`config.mk`:
```
export PLATFORM = sky130hd
export DESIGN_NAME = paddle_ctrl
export DESIGN_NICKNAME = d
export VERILOG_FILES = /design/src/rtl/paddle_ctrl.sv
export SDC_FILE = /design/constraint.sdc
export NUM_CORES = 1
export LEC_CHECK = 0
export ABC_AREA = 1
export CELL_PAD_IN_SITES_DETAIL_PLACEMENT = 1
export CELL_PAD_IN_SITES_GLOBAL_PLACEMENT = 1
export CORE_AREA = 2 2 85 87
export CTS_CLUSTER_DIAMETER = 200
export CTS_CLUSTER_SIZE = 8
export DETAILED_ROUTE_END_ITERATION = 6
export DIE_AREA = 0 0 87 89
export GPL_ROUTABILITY_DRIVEN = 0
export HOLD_SLACK_MARGIN = 0.06
export PLACE_DENSITY_LB_ADDON = 0.1
export REMOVE_ABC_BUFFERS = 1
export SYNTH_ARGS = -nofsm -noshare
export SYNTH_HDL_FRONTEND = slang
export SYNTH_SLANG_ARGS = --single-unit
```
`constraint.sdc`:
```
create_clock -name clk -period 2.55 [get_ports clk]
set_input_delay 0.51 -clock clk [delete_from_list [all_inputs] [get_ports clk]]
set_output_delay 0.51 -clock clk [all_outputs]
set_load 0.02 [all_outputs]
```
`src/rtl/paddle_ctrl.sv`:
```
// rtl/paddle_ctrl.sv - multi-player paddle position controller with auto-repeat and CPU tracking
module paddle_ctrl #(
  parameter int NUM_PLAYERS  = 2,
  parameter int POS_WIDTH    = 3,
  parameter int FIELD_WIDTH  = 8,
  parameter int PADDLE_SIZE  = 2,
  parameter int START_POS    = 3,
  parameter int REPEAT_DELAY = 8,
  parameter int REPEAT_RATE  = 4,
  parameter int CNT_WIDTH    = 8
) (
  input  logic                           clk,
  input  logic                           rst,
  input  logic                           en,
  input  logic [NUM_PLAYERS-1:0]         btn_left,
  input  logic [NUM_PLAYERS-1:0]         btn_right,
  input  logic [NUM_PLAYERS-1:0]         auto_mode,
  input  logic [POS_WIDTH-1:0]           ball_x,
  input  logic                           tick,
  output logic [NUM_PLAYERS*POS_WIDTH-1:0] pos_flat,
  output logic [NUM_PLAYERS-1:0]         moved,
  output logic [NUM_PLAYERS-1:0]         at_left_edge,
  output logic [NUM_PLAYERS-1:0]         at_right_edge
);

  localparam int MAX_POS = FIELD_WIDTH - PADDLE_SIZE;

  // Extended-width constants so edge compares never wrap.
  localparam logic [POS_WIDTH:0]   MAX_EXT    = (POS_WIDTH+1)'(MAX_POS);
  localparam logic [POS_WIDTH:0]   HALF_EXT   = (POS_WIDTH+1)'(PADDLE_SIZE / 2);
  localparam logic [POS_WIDTH-1:0] MAX_Q      = POS_WIDTH'(MAX_POS);
  localparam logic [POS_WIDTH-1:0] START_Q    = POS_WIDTH'(START_POS);
  localparam logic [CNT_WIDTH-1:0] DELAY_LAST = CNT_WIDTH'(REPEAT_DELAY - 1);
  localparam logic [CNT_WIDTH-1:0] RATE_LAST  = CNT_WIDTH'(REPEAT_RATE - 1);

  typedef enum logic [1:0] {
    S_IDLE   = 2'd0,
    S_DELAY  = 2'd1,
    S_REPEAT = 2'd2
  } state_t;

  logic [POS_WIDTH:0] ball_ext;
  assign ball_ext = {1'b0, ball_x};

  for (genvar i = 0; i < NUM_PLAYERS; i++) begin : g_ch
    logic [POS_WIDTH-1:0] pos_q;
    state_t               state_q;
    logic                 dir_q;       // latched direction, 1 = right
    logic [CNT_WIDTH-1:0] cnt_q;
    logic                 moved_q;

    logic                 dir_none;
    logic                 dir_right;
    logic                 step_req;
    logic                 step_right;
    logic                 step_ok;
    logic [POS_WIDTH:0]   pos_ext;
    logic [POS_WIDTH:0]   centre;

    // Decide whether this edge wants a step, in which direction, and whether the field allows it.
    always_comb begin
      dir_none   = (btn_left[i] == btn_right[i]);
      dir_right  = btn_right[i];
      pos_ext    = {1'b0, pos_q};
      centre     = pos_ext + HALF_EXT;
      step_req   = 1'b0;
      step_right = dir_right;
      if (auto_mode[i]) begin
        step_req   = tick && (ball_ext != centre);
        step_right = (ball_ext > centre);
      end else if (!dir_none) begin
        case (state_q)
          S_IDLE:  step_req = 1'b1;
          S_DELAY: step_req = (dir_right != dir_q) || (cnt_q == DELAY_LAST);
          default: step_req = (dir_right != dir_q) || (cnt_q == RATE_LAST);
        endcase
      end
      step_ok = step_right ? ((pos_ext + 1'b1) <= MAX_EXT) : (pos_ext != '0);
    end

    // Position register plus the press / delay / repeat state machine.
    always_ff @(posedge clk) begin
      if (rst || !en) begin
        pos_q   <= START_Q;
        state_q <= S_IDLE;
        dir_q   <= 1'b0;
        cnt_q   <= '0;
        moved_q <= 1'b0;
      end else begin
        moved_q <= step_req && step_ok;
        if (step_req && step_ok) begin
          pos_q <= step_right ? pos_q + 1'b1 : pos_q - 1'b1;
        end
        if (auto_mode[i] || dir_none) begin
          state_q <= S_IDLE;
          cnt_q   <= '0;
        end else if (state_q == S_IDLE || dir_right != dir_q) begin
          dir_q   <= dir_right;
          cnt_q   <= '0;
          state_q <= S_DELAY;
        end else if (state_q == S_DELAY) begin
          if (cnt_q == DELAY_LAST) begin
            cnt_q   <= '0;
            state_q <= S_REPEAT;
          end else begin
            cnt_q <= cnt_q + 1'b1;
          end
        end else begin
          if (cnt_q == RATE_LAST) begin
            cnt_q <= '0;
          end else begin
            cnt_q <= cnt_q + 1'b1;
          end
        end
      end
    end

    assign pos_flat[i*POS_WIDTH +: POS_WIDTH] = pos_q;
    assign moved[i]         = moved_q;
    assign at_left_edge[i]  = (pos_q == '0);
    assign at_right_edge[i] = (pos_q == MAX_Q);
  end

endmodule

```
# Word level (Yosys, flattened, before mapping)
# Cells that the tools add are included.
# word_totals
ff_bits,30
inputBits,13
output_inout_bits,12
word_cells,98
# classes
add_sub_neg,8
magnitude_cmp,4
eq_ne,14
mux,24
n_bitwise,2
n_reduce_logical,34
# op_table
cell,n
8-bit two-way mux,6
8-bit by 1-bit adder with 8-bit output (second input constant),2
8-bit by 2-bit equality test with 1-bit output (second input constant),2
8-bit by 3-bit equality test with 1-bit output (second input constant),2
1-bit two-way mux,14
2-bit AND reduction,6
1-bit logical OR,9
3-bit by 1-bit adder with 4-bit output (second input constant),2
3-bit by 4-bit > comparator with 1-bit output,2
4-bit by 3-bit <= comparator with 1-bit output (second input constant),2
3-bit by 4-bit != test with 1-bit output,2
2-bit nonzero test,4
3-bit by 1-bit adder with 3-bit output (second input constant),2
3-bit equality test (second input constant),2
3-bit zero test,2
3-bit two-way mux,2
3-bit nonzero test,2
3-bit OR reduction,2
3-bit by 1-bit subtractor with 3-bit output (second input constant),2
2-bit by 1-bit equality test with 1-bit output (second input constant),2
1-bit logical AND,4
2-bit zero test,2
1-bit one-hot mux with 2 select lines,2
2-bit OR reduction,2
other kinds (4),7

# Longest topological paths before layout
# depth
depth_word,6
depth_mapped,18
mapped_depth_nobuf,18

# Least setup slack after synthesis
# OpenSTA, ideal clock, no wires.
# synth_timing
path_kind,register -> register
from,reg g_ch[1].pos_q[0]
to,reg g_ch[1].pos_q[2]
setup_ns,0.110
arrival_ns,2.367
slack_ns,0.073
stages_incl_launch_ff,18
n_path_buf,0
synth_period_minus_slack_ns,2.477
path_cell_list,dfxtp_1 inv_1 ha_1 inv_1 ha_1 nand2_1 nand2_1 nand2_1 nand2_1 nand2_4 nand2_4 fa_1 inv_1 nand2_1 nand2_1 nand4_1 nand2_1 nor2_1
# synth_between
elab_chain_len,5
# synth_lines
element,line_no,rtl
from (decl),46,logic [POS_WIDTH-1:0] pos_q;
from (signal assigned),92,pos_q <= step_right ? pos_q + 1'b1 : pos_q - 1'b1;
3-bit by 1-bit adder with 4-bit output (*),65,centre = pos_ext + HALF_EXT;
named net g_ch[1].centre[0],58,logic [POS_WIDTH:0] centre;
3-bit by 4-bit > comparator with 1-bit output / 3-bit by 4-bit != test with 1-bit output (equally long branches),"70, 69",
1-bit two-way mux / 1-bit logical AND (equally long branches),"68, 69",
1-bit two-way mux (on tied branches),"78, 68",
1-bit logical AND,91,if (step_req && step_ok) begin
# Mark *: on every way through the listed nets, which the timed path passes. The rest lies on a longest branch.
# A chain may end at the register's enable or synchronous reset.

# Worst setup path after layout
# layout_timing
from,reg g_ch[1].pos_q[0]
to,reg g_ch[1].pos_q[2]
# layout_between
elab_chain_len,5
# layout_lines
element,line_no
3-bit by 1-bit adder with 4-bit output,"65, 78"
3-bit by 4-bit > comparator with 1-bit output / 3-bit by 4-bit != test with 1-bit output (equally long branches),"70, 69"
1-bit two-way mux / 1-bit logical AND (equally long branches),"68, 69"
1-bit two-way mux (on tied branches),"78, 68"
1-bit logical AND,91
# Parallel ways exist; a longest one is shown, timed or not.

==> results.cfg <==
[synthesis]
synth_area_um2 = 1990
ys_seq_area_share_pct = 30.1
ys_ff_latch = 30
synth_xor_area_share_pct = 2.20
synth-main-ff-cell = dfxtp_1
syn_inst = 292
yosys.cell_types.count = 30
async_reset_ff_share_pct = 0
syn_area_per_cell_um2 = 6.83
yosys_warnings = 0
synthMuxAreaShare_pct = 0
synth_edf_count = 0
synth_fa_ha_area_share_pct = 12.0
synth_top_family_by_area = simple AND/OR/NAND/NOR gates
synth-compound-area-share_pct = 4.52
synthSimpleGateAreaFrac_pct = 39.3

[timing]
hold_viol_final = 0
period_minus_slack_ps = 2340
setup_viol = 0
slew_viol_final = 0
clock.fmax_mhz = 428
clock_skew_ps = 7.43
fin_crit_sh_pct = 91.7
max_slew_margin_pct = 76.0
tightest_slew_ps = 357
rsz0062_at_grt = false

[clocking]
clock-sinks = 30
clock_path_buffers = 2
post_cts.repair.setup_buffers = 0
cts_tree = yes
insertion_delay_ps = 280
hold_buffers = 0
htreeDepth = 2
cts_resized = 0
cts-root-buf = clkbuf_8
clk_pin_slew_ps = 70
numCtsBuffers = 5

[cells_and_area]
instances_no_fill = 413
diodes = 0
final_nets = 363
fillCellCount = 873
area_growth_syn_to_layout_pct = 25.8
final_util_pct = 37.3
drive_gt1_share_pct = 15.6

[status]
status = complete, no violations

[global_route]
grt_pass1_vias = 1865
grt_start_max_net_pins = 10
overflow = 0
grt_pass1_wl_mm = 8.08
grt_usage_pct = 13.2
antenna_found_initial = 0

[die]
rows = 30
initial_core_util_pct = 29.7
fp.dieArea_um2 = 7740
core_area_um2 = 6720
ios = 25
die_y_um = 89
die_width_um = 87

[placement]
io_buffers = 24
dp_hpwl_mm = 3.80
placedCellCount = 405

[routing]
route.detailed.drc = 0
detail-route-antenna-nets = 0
drtIter0Drc = 37
firstDrtPassIters = 4
avgRoutedWirePerCell_um = 11.2
routed_via_density = 4.35
wirelength_mm = 4.61
vias = 1798

[power]
powerDensity_nw_per_um2 = 477
finalPower_uw = 1200
p_leak_uw = 0.00119
max-vdd-ir-drop_mv = 0.259

[critical_path]
r2r-start = g_ch[1].pos_q[0]
cp-end-kind = register
crit_chain = ha_1, xor2_1, inv_1, ha_1, nand2_1, nor2_2, nor2_2, nand2_4, nand2_4, fa_1, inv_1, nand2_1, nand2_2, nand3_2, nand2_1, inv_1, nor2_1
worst-path-buf-inv = 3
crit_path_start = g_ch[1].pos_q[0]
slowest_delay_ps = 380
cp-start-kind = register
critPathTopFamily = adder cells
path_class = reg -> reg
cp_slowest_cell = fa_1
crit_required_ps = 2770
cp.arrival_ps = 2560
critPathMaxFanout = 4

[min_path]
hp-start = g_ch[1].cnt_q[0]
hold_path_class = reg -> reg

[run]
maxCapViolations = 0
[area by class of cell]
| cell class | count | area (um2) | share of cell area, % |
|---|---|---|---|
| multi-input combinational | 201 | 1160 | 46.3 |
| inverter | 59 | 221 | 8.83 |
| tap | 80 | 100 | 3.99 |
| sequential | 30 | 611 | 24.3 |
| clock inverter | 1 | 5.00 | 0.200 |
| timing repair buffer | 35 | 323 | 12.9 |
| clock buffer | 7 | 86.3 | 3.44 |
[cell usage after synthesis, drive strengths merged, types with 2 or more instances]
cell type / n / area share [%]
a21oi: 5 / 1.3
and2: 2 / 0.63
buf: 2 / 0.75
dfxtp: 30 / 30
fa: 2 / 2.0
ha: 16 / 10
inv: 59 / 11
nand2: 80 / 17
nand3: 20 / 6.0
nand4: 3 / 0.94
nor2: 46 / 10
nor3: 5 / 1.8
nor3b: 2 / 0.75
nor4b: 2 / 1.2
o21ai: 6 / 1.5
o22ai: 2 / 0.63
xor2: 5 / 2.2
[final timing paths]
path / to / cells after the start / slack (ps)
worst max-delay path: g_ch[1].pos_q[2] / 17 / 210
worst min-delay path: g_ch[1].cnt_q[0] / 1 / 450
worst max register to register: g_ch[1].pos_q[2] / 17 / 210
worst min register to register: g_ch[1].cnt_q[0] / 1 / 450
[through the flow]
stage               hold WS [ps]  area, um2  worst slack (ps)  TNS [ps]
floorplan                    414       1980              72.8         0
global placement             432       2400             -1.12     -1.12
detailed placement           441       2400             -58.5      -105
CTS                          457       2490              91.2         0
global route                 468       2510              19.4         0
finish                       451       2510               212         0
[cell families after synthesis]
kind of cell             count (synthesis)
AO/OA/AOI/OAI                           16
XOR/XNOR                                 5
adder cells (fa/ha/maj)                 18
buffers and inverters                   61
flip-flops                              30
AND/OR/NAND/NOR                        162
[cells in the final DEF (no fill, tap or decap), types with 4 or more instances in the layout]
cell | synthesis | routed
clkbuf_8 | 0 | 6
nand2_4 | 4 | 4
a21oi_1 | 5 | 5
o21ai_0 | 6 | 6
inv_1 | 53 | 53
nor2_1 | 40 | 40
dfxtp_1 | 30 | 26
nand2_1 | 71 | 70
nand2_2 | 5 | 6
ha_1 | 16 | 16
xor2_1 | 5 | 5
nand3_1 | 16 | 16
clkdlybuf4s50_1 | 0 | 24
buf_4 | 2 | 11
nand3_2 | 4 | 4
inv_2 | 6 | 6
[report_power, final]
group	internal, uW	switching [uW]	total, uW
registers	479	9.87	489
logic	127	177	304
clock network	218	185	403
[routing by layer]
| layer | up-vias | GRT usage, % | part of all wire, % | routed length (um) |
|---|---|---|---|---|
| met5 | - | 0 | 0 | 0 |
| met4 | 0 | 3.84 | 1.2 | 57 |
| met3 | 5 | 2.77 | 2.5 | 117 |
| met2 | 20 | 23.7 | 48 | 2210 |
| met1 | 806 | 16.0 | 48 | 2220 |
| li1 | 967 | - | - | - |
[state kept, by name, summed over array words and instances (netlist names)]
| name | count |
|---|---|
| g_ch.cnt_q | 16 |
| g_ch.dir_q | 2 |
| g_ch.state_q | 4 |
| g_ch.pos_q | 6 |
| g_ch.moved_q | 2 |
No activity file was read; power rests on OpenSTA's default activity.
